`src/rtl/boot_pkg.sv`:
```
// Shared types and defaults for the instruction-memory boot loader.
// Imported by the loader top and its hold counter.
package boot_pkg;

  typedef enum logic [1:0] {
    IDLE,
    LOAD,
    RELEASE,
    RUN
  } boot_state_e;

  localparam int BOOT_HOLD_DEFAULT = 4;

endpackage

```
`src/rtl/boot_hold_counter.sv`:
```
// Loadable down-counter with zero flag.
// Times how long the core stays held after the final imem write.
module boot_hold_counter #(
  parameter int W = 3
) (
  input  logic         clk,
  input  logic         rst_n,
  input  logic         load_i,
  input  logic [W-1:0] val_i,
  input  logic         en_i,
  output logic         zero_o
);

  logic [W-1:0] cnt_q;

  always_ff @(posedge clk or negedge rst_n) begin
    if (!rst_n) begin
      cnt_q <= '0;
    end else if (load_i) begin
      cnt_q <= val_i;
    end else if (en_i && cnt_q != '0) begin
      cnt_q <= cnt_q - 1'b1;
    end
  end

  assign zero_o = (cnt_q == '0);

endmodule

```
`src/rtl/imem_boot_loader.sv`:
```
// Sequenced imem program loader: holds the core in reset, writes a
// checked word stream into imem, then releases the core.
module imem_boot_loader
  import boot_pkg::*;
#(
  parameter int IAW         = 9,
  parameter int DW          = 32,
  parameter int HOLD_CYCLES = BOOT_HOLD_DEFAULT
) (
  input  logic           clk,
  input  logic           rst_n,
  input  logic           start,
  input  logic [IAW-1:0] cfg_base,
  input  logic [IAW:0]   cfg_len,
  input  logic           s_valid,
  output logic           s_ready,
  input  logic [DW-1:0]  s_data,
  output logic           imem_we,
  output logic [IAW-1:0] imem_addr,
  output logic [DW-1:0]  imem_wdata,
  output logic           core_rst_n,
  output logic           busy,
  output logic           done,
  output logic           err,
  output logic [DW-1:0]  checksum
);

  localparam int HW = $clog2(HOLD_CYCLES) + 1;
  localparam logic [HW-1:0] HOLD_LOAD = HW'(HOLD_CYCLES - 1);
  localparam logic [IAW+1:0] LIMIT = {2'b01, {IAW{1'b0}}};

  boot_state_e    state_q;
  logic [IAW-1:0] ptr_q;
  logic [IAW:0]   rem_q;
  logic           we_q;
  logic [IAW-1:0] addr_q;
  logic [DW-1:0]  wdata_q;
  logic           core_rst_n_q;
  logic           busy_q;
  logic           done_q;
  logic           err_q;
  logic [DW-1:0]  sum_q;

  logic           acc;
  logic           last;
  logic           can_start;
  logic [IAW+1:0] span;
  logic           range_bad;
  logic           go_zero;
  logic           hold_load;
  logic           hold_zero;

  assign s_ready   = (state_q == LOAD) && (rem_q != '0);
  assign acc       = s_valid && s_ready;
  assign last      = acc && (rem_q == (IAW+1)'(1));
  assign can_start = start && (state_q == IDLE || state_q == RUN);
  // Range check is done two bits wide so base + len can never wrap.
  assign span      = {2'b00, cfg_base} + {1'b0, cfg_len};
  assign range_bad = span > LIMIT;
  assign go_zero   = can_start && !range_bad && (cfg_len == '0);
  assign hold_load = last || go_zero;

  boot_hold_counter #(
    .W (HW)
  ) u_hold (
    .clk    (clk),
    .rst_n  (rst_n),
    .load_i (hold_load),
    .val_i  (HOLD_LOAD),
    .en_i   (state_q == RELEASE),
    .zero_o (hold_zero)
  );

  always_ff @(posedge clk or negedge rst_n) begin
    if (!rst_n) begin
      state_q      <= IDLE;
      ptr_q        <= '0;
      rem_q        <= '0;
      we_q         <= 1'b0;
      addr_q       <= '0;
      wdata_q      <= '0;
      core_rst_n_q <= 1'b0;
      busy_q       <= 1'b0;
      done_q       <= 1'b0;
      err_q        <= 1'b0;
      sum_q        <= '0;
    end else begin
      we_q   <= 1'b0;
      done_q <= 1'b0;
      err_q  <= 1'b0;
      unique case (state_q)
        IDLE, RUN: begin
          if (can_start) begin
            if (range_bad) begin
              err_q <= 1'b1;
            end else begin
              ptr_q        <= cfg_base;
              rem_q        <= cfg_len;
              sum_q        <= '0;
              core_rst_n_q <= 1'b0;
              busy_q       <= 1'b1;
              state_q      <= (cfg_len == '0) ? RELEASE : LOAD;
            end
          end
        end
        LOAD: begin
          if (acc) begin
            we_q    <= 1'b1;
            addr_q  <= ptr_q;
            wdata_q <= s_data;
            sum_q   <= sum_q + s_data;
            ptr_q   <= ptr_q + 1'b1;
            rem_q   <= rem_q - 1'b1;
            if (last) state_q <= RELEASE;
          end
        end
        RELEASE: begin
          if (hold_zero) begin
            state_q      <= RUN;
            core_rst_n_q <= 1'b1;
            busy_q       <= 1'b0;
            done_q       <= 1'b1;
          end
        end
        default: state_q <= IDLE;
      endcase
    end
  end

  assign imem_we    = we_q;
  assign imem_addr  = addr_q;
  assign imem_wdata = wdata_q;
  assign core_rst_n = core_rst_n_q;
  assign busy       = busy_q;
  assign done       = done_q;
  assign err        = err_q;
  assign checksum   = sum_q;

endmodule

```
`config.mk`:
```
export PLATFORM = sky130hd
export DESIGN_NAME = imem_boot_loader
export DESIGN_NICKNAME = d
export VERILOG_FILES = /design/src/rtl/boot_pkg.sv /design/src/rtl/boot_hold_counter.sv /design/src/rtl/imem_boot_loader.sv
export SDC_FILE = /design/constraint.sdc
export NUM_CORES = 1
export LEC_CHECK = 0
export ABC_AREA = 0
export BUFFER_PORTS_ARGS = -buffer_cell sky130_fd_sc_hd__buf_2
export CAP_MARGIN = 20
export CELL_PAD_IN_SITES_DETAIL_PLACEMENT = 0
export CELL_PAD_IN_SITES_GLOBAL_PLACEMENT = 1
export CORE_MARGIN = 2
export CORE_UTILIZATION = 39
export CTS_BUF_LIST = sky130_fd_sc_hd__clkbuf_4
export DETAILED_ROUTE_END_ITERATION = 8
export PLACE_DENSITY_LB_ADDON = 0.1
export SLEW_MARGIN = 20
export SYNTH_ARGS = -nofsm -noshare
export SYNTH_HDL_FRONTEND = slang
export SYNTH_SLANG_ARGS = --single-unit
```
`constraint.sdc`:
```
create_clock -name clk -period 2.77 [get_ports clk]
set_clock_uncertainty 0.1 [all_clocks]
set_input_delay 0.1385 -clock clk [delete_from_list [all_inputs] [get_ports clk]]
set_output_delay 0.1385 -clock clk [all_outputs]
set_load 0.005 [all_outputs]
```
==> flow_summary.ini <==
[place]
port_buffers = 133
post-dp-hpwl_mm = 13.88
place_inst = 1185
globalplace.congestion = 0.9250
place_area_um2 = 8277

[worst_setup_path]
cp-start-kind = flop
critPathRequiredTime_ns = 3.08
path_buf_inv = 3
cp.arrival_ns = 3.14
cp_top_family = compound AO/OA/AOI/OAI gates
slowest_stage = or4b_4
worstPathCellList = inv_2 > ha_4 > or4b_4 > o31a_1 > nand2_2 > o21ai_2 > a31o_4 > nor2_4 > buf_12 > buf_6 > nor2_4 > a221oi_2
path_class = flop to flop
end_kind = flop
path_common_cell = nor2_4
slowest_delay_ns = 0.46
crit_fanout = 7
worst-r2r-setup-slack_ns = -0.06

[cts]
h-tree-depth = 3
clk_pin_slew_ns = 0.17
insertion_delay_ns = 0.50
tritoncts = yes
cts_root_buffer = clkbuf_4
cts.sinks = 102
clockBufferDepth = 2
numCtsBuffers = 9

[timing]
tightest_slew_ns = 0.6153
fin_ws_ns = -0.06248
hold_viol = 0
slew_viol_final = 0
timing.hold.ws_ns = 0.07786
setup-violations-final = 27
finalCritPeriodShare_pct = 102.3
timing.fmax_ghz = 0.3530
slew_headroom_pct = 58.73
rsz0062_at_grt = true
min_period_ns = 2.832

[global_route]
met1_usage_pct = 28.15
gr-total-overflow = 0
grt_max_degree = 61
grt_use_met3_pct = 2.664
grt_pass1_vias = 6586
antenna_found_initial = 1
grt_usage_pct = 22.15
grt-busiest-layer = met2
use_met2_pct = 38.83
grt_pass1_wl_mm = 32.08

[logic_synthesis]
ys.flop_type = dfrtp_1
yosysUniqueCellTypes = 68
syn_avg_cell_area_um2 = 8.640
yosysMostFrequentCell = nand2_1
synth_edf_count = 0
ys_seq_area_share_pct = 38.98
ys_ff_latch = 102
syn_area_um2 = 6549
ys_top_cells_by_area = dfrtp_1, nand2_1, ha_1
synthesis.instances = 758
synth_nets = 862
async_flop_share_pct = 100.0
yosys_warnings = 0
synth.top_cell.area_share_pct = 38.98
synthTopCellsByCount = nand2_1, dfrtp_1, ha_1
synth_top_cell_by_area = dfrtp_1

[detailed_routing]
drt_iter0_drc = 382
postRouteAntennaNets = 0
vias = 6776
dr.pass1.iters = 4
drc_errors = 0
viasPerCell = 5.257
routed_wl_mm = 20.80
wl_per_cell_um = 16.14

[die]
dieArea_um2 = 17840
ioPinCount = 134
dieWidth_um = 133.6
dieHeight_um = 133.6
initial_utilization_pct = 39.63
row_count = 47
core_um2 = 16520

[power]
powerDensity_nw_per_um2 = 884.9
clockPowerShare_pct = 12.4
combPwrFrac_pct = 59.0
p_seq_share_pct = 28.6
ir_drop_mv = 0.4219
swShare_pct = 40.66
p_int_uw = 5284
switching_power_uw = 3620
p_leak_uw = 0.004989

[final_layout]
layout.nets = 1167
stdcell_count = 1289
multi_input_area_um2 = 4368
n_fill_cell = 1448
stdcell_area_um2 = 10060
areaGrowthSynthToFinish_pct = 53.65
utilization_pct = 60.89
drive_gt1_share_pct = 37.36
regArea_um2 = 2552

[outcome]
failed_checks = setup timing
status = complete, but fails checks

[worst_hold_path]
hp-class = primary input to flop

[run]
maxCapViolations = 0
metal layers:
metal  vias to the layer above  routed length (µm)  share of wire [%]
met5                         -                   0                  0
met2                       148               10560                 51
met1                      3260                9132                 44
li1                       3341                   -                  -
met3                        27                 736                3.5
met4                         0                 368                1.8
cells by family (layout without fill, tap and decap cells):
logic type	after synthesis	in the layout	share of synthesized area [%]
AOI/OAI and AO/OA	215	215	22.18
xor gates and xnor gates	29	29	3.878
adders and majority gates	49	49	9.591
buffers and inverters	62	372	3.668
DFF	102	102	38.98
muxes	13	13	2.083
other	0	1	0
and+or+nand+nor	288	288	19.62
worst register-to-register path, stage by stage (launching register included):
cell      delay, ns
dfrtp_1        0.43
inv_2          0.09
ha_4           0.12
or4b_4         0.46
o31a_1         0.29
nand2_2        0.12
o21ai_2        0.09
a31o_4         0.26
nor2_4         0.17
buf_12         0.17
buf_6          0.10
nor2_4         0.05
a221oi_2       0.29
power by group through the flow:
stage | Combinational, µW | Sequential [µW] | Clock [µW]
floorplan | 2350 | 2560 | 0
global placement | 3920 | 2530 | 0
detailed placement | 3990 | 2560 | 0
CTS | 4410 | 2530 | 1140
global route | 5770 | 2630 | 1180
finish | 5250 | 2550 | 1100
cells in the final DEF, fill, tap and decap left out, types with 18 or more instances in the layout:
cell type / count
o21ai_0: 21
buf_2: 130
nand2_1: 160
a21oi_1: 40
nor3_1: 18
buf_4: 121
dlygate4sd3_1: 49
dfrtp_1: 102
ha_1: 40
inv_1: 27
nor2_1: 30
per-stage QoR:
step                      worst slack, ns  setup TNS (ns)  total power [µW]
after detailed placement          -0.4069          -16.11              6548
after floorplan                  -0.02393        -0.08567              4906
final                            -0.06248         -0.7335              8904
after global routing              -0.2161          -5.186              9579
after global placement            -0.2728          -11.07              6446
after CTS                        -0.05770         -0.1256              8080
state kept, by name (all words and copies together) (netlist names):
signal	flops
checksum	32
imem_wdata	32
rem_q	10
imem_addr	9
ptr_q	9
u_hold.cnt_q	3
state_q	2
busy	1
core_rst_n	1
done	1
err	1
imem_we	1
path summary, 6_finish.rpt:
kind | start | cells after the start | end
worst min-delay path | cfg_len[7] | 4 | rem_q[7]
min in group asynchronous | rst_n | 2 | imem_wdata[22]
worst min register to register | imem_wdata[10] | 2 | imem_wdata[10]
worst max register to register | rem_q[1] | 12 | ptr_q[4]
worst max-delay path | rem_q[1] | 12 | ptr_q[4]
max in group asynchronous | rst_n | 3 | imem_addr[4]
area by class of cell:
class                      instances  share of cell area [%]
antenna                            1                 0.02487
clock buffer                       9                  0.6715
clock inverter                     7                   1.430
inverter                          30                   1.119
multi-input combinational        594                   43.41
sequential                       102                   25.37
tap                              220                   2.736
timing repair buffer             326                   25.24
what timing repair did:
item                                    CTS  global route
gates cloned                              2             9
hold endpoints to repair                100             0
hold buffers                             49             0
pin swaps                                18            38
endpoints found under the setup margin   55            53
resized for setup                        33           104
buffers inserted                         12            16
(Power assumes the default switching activity.)
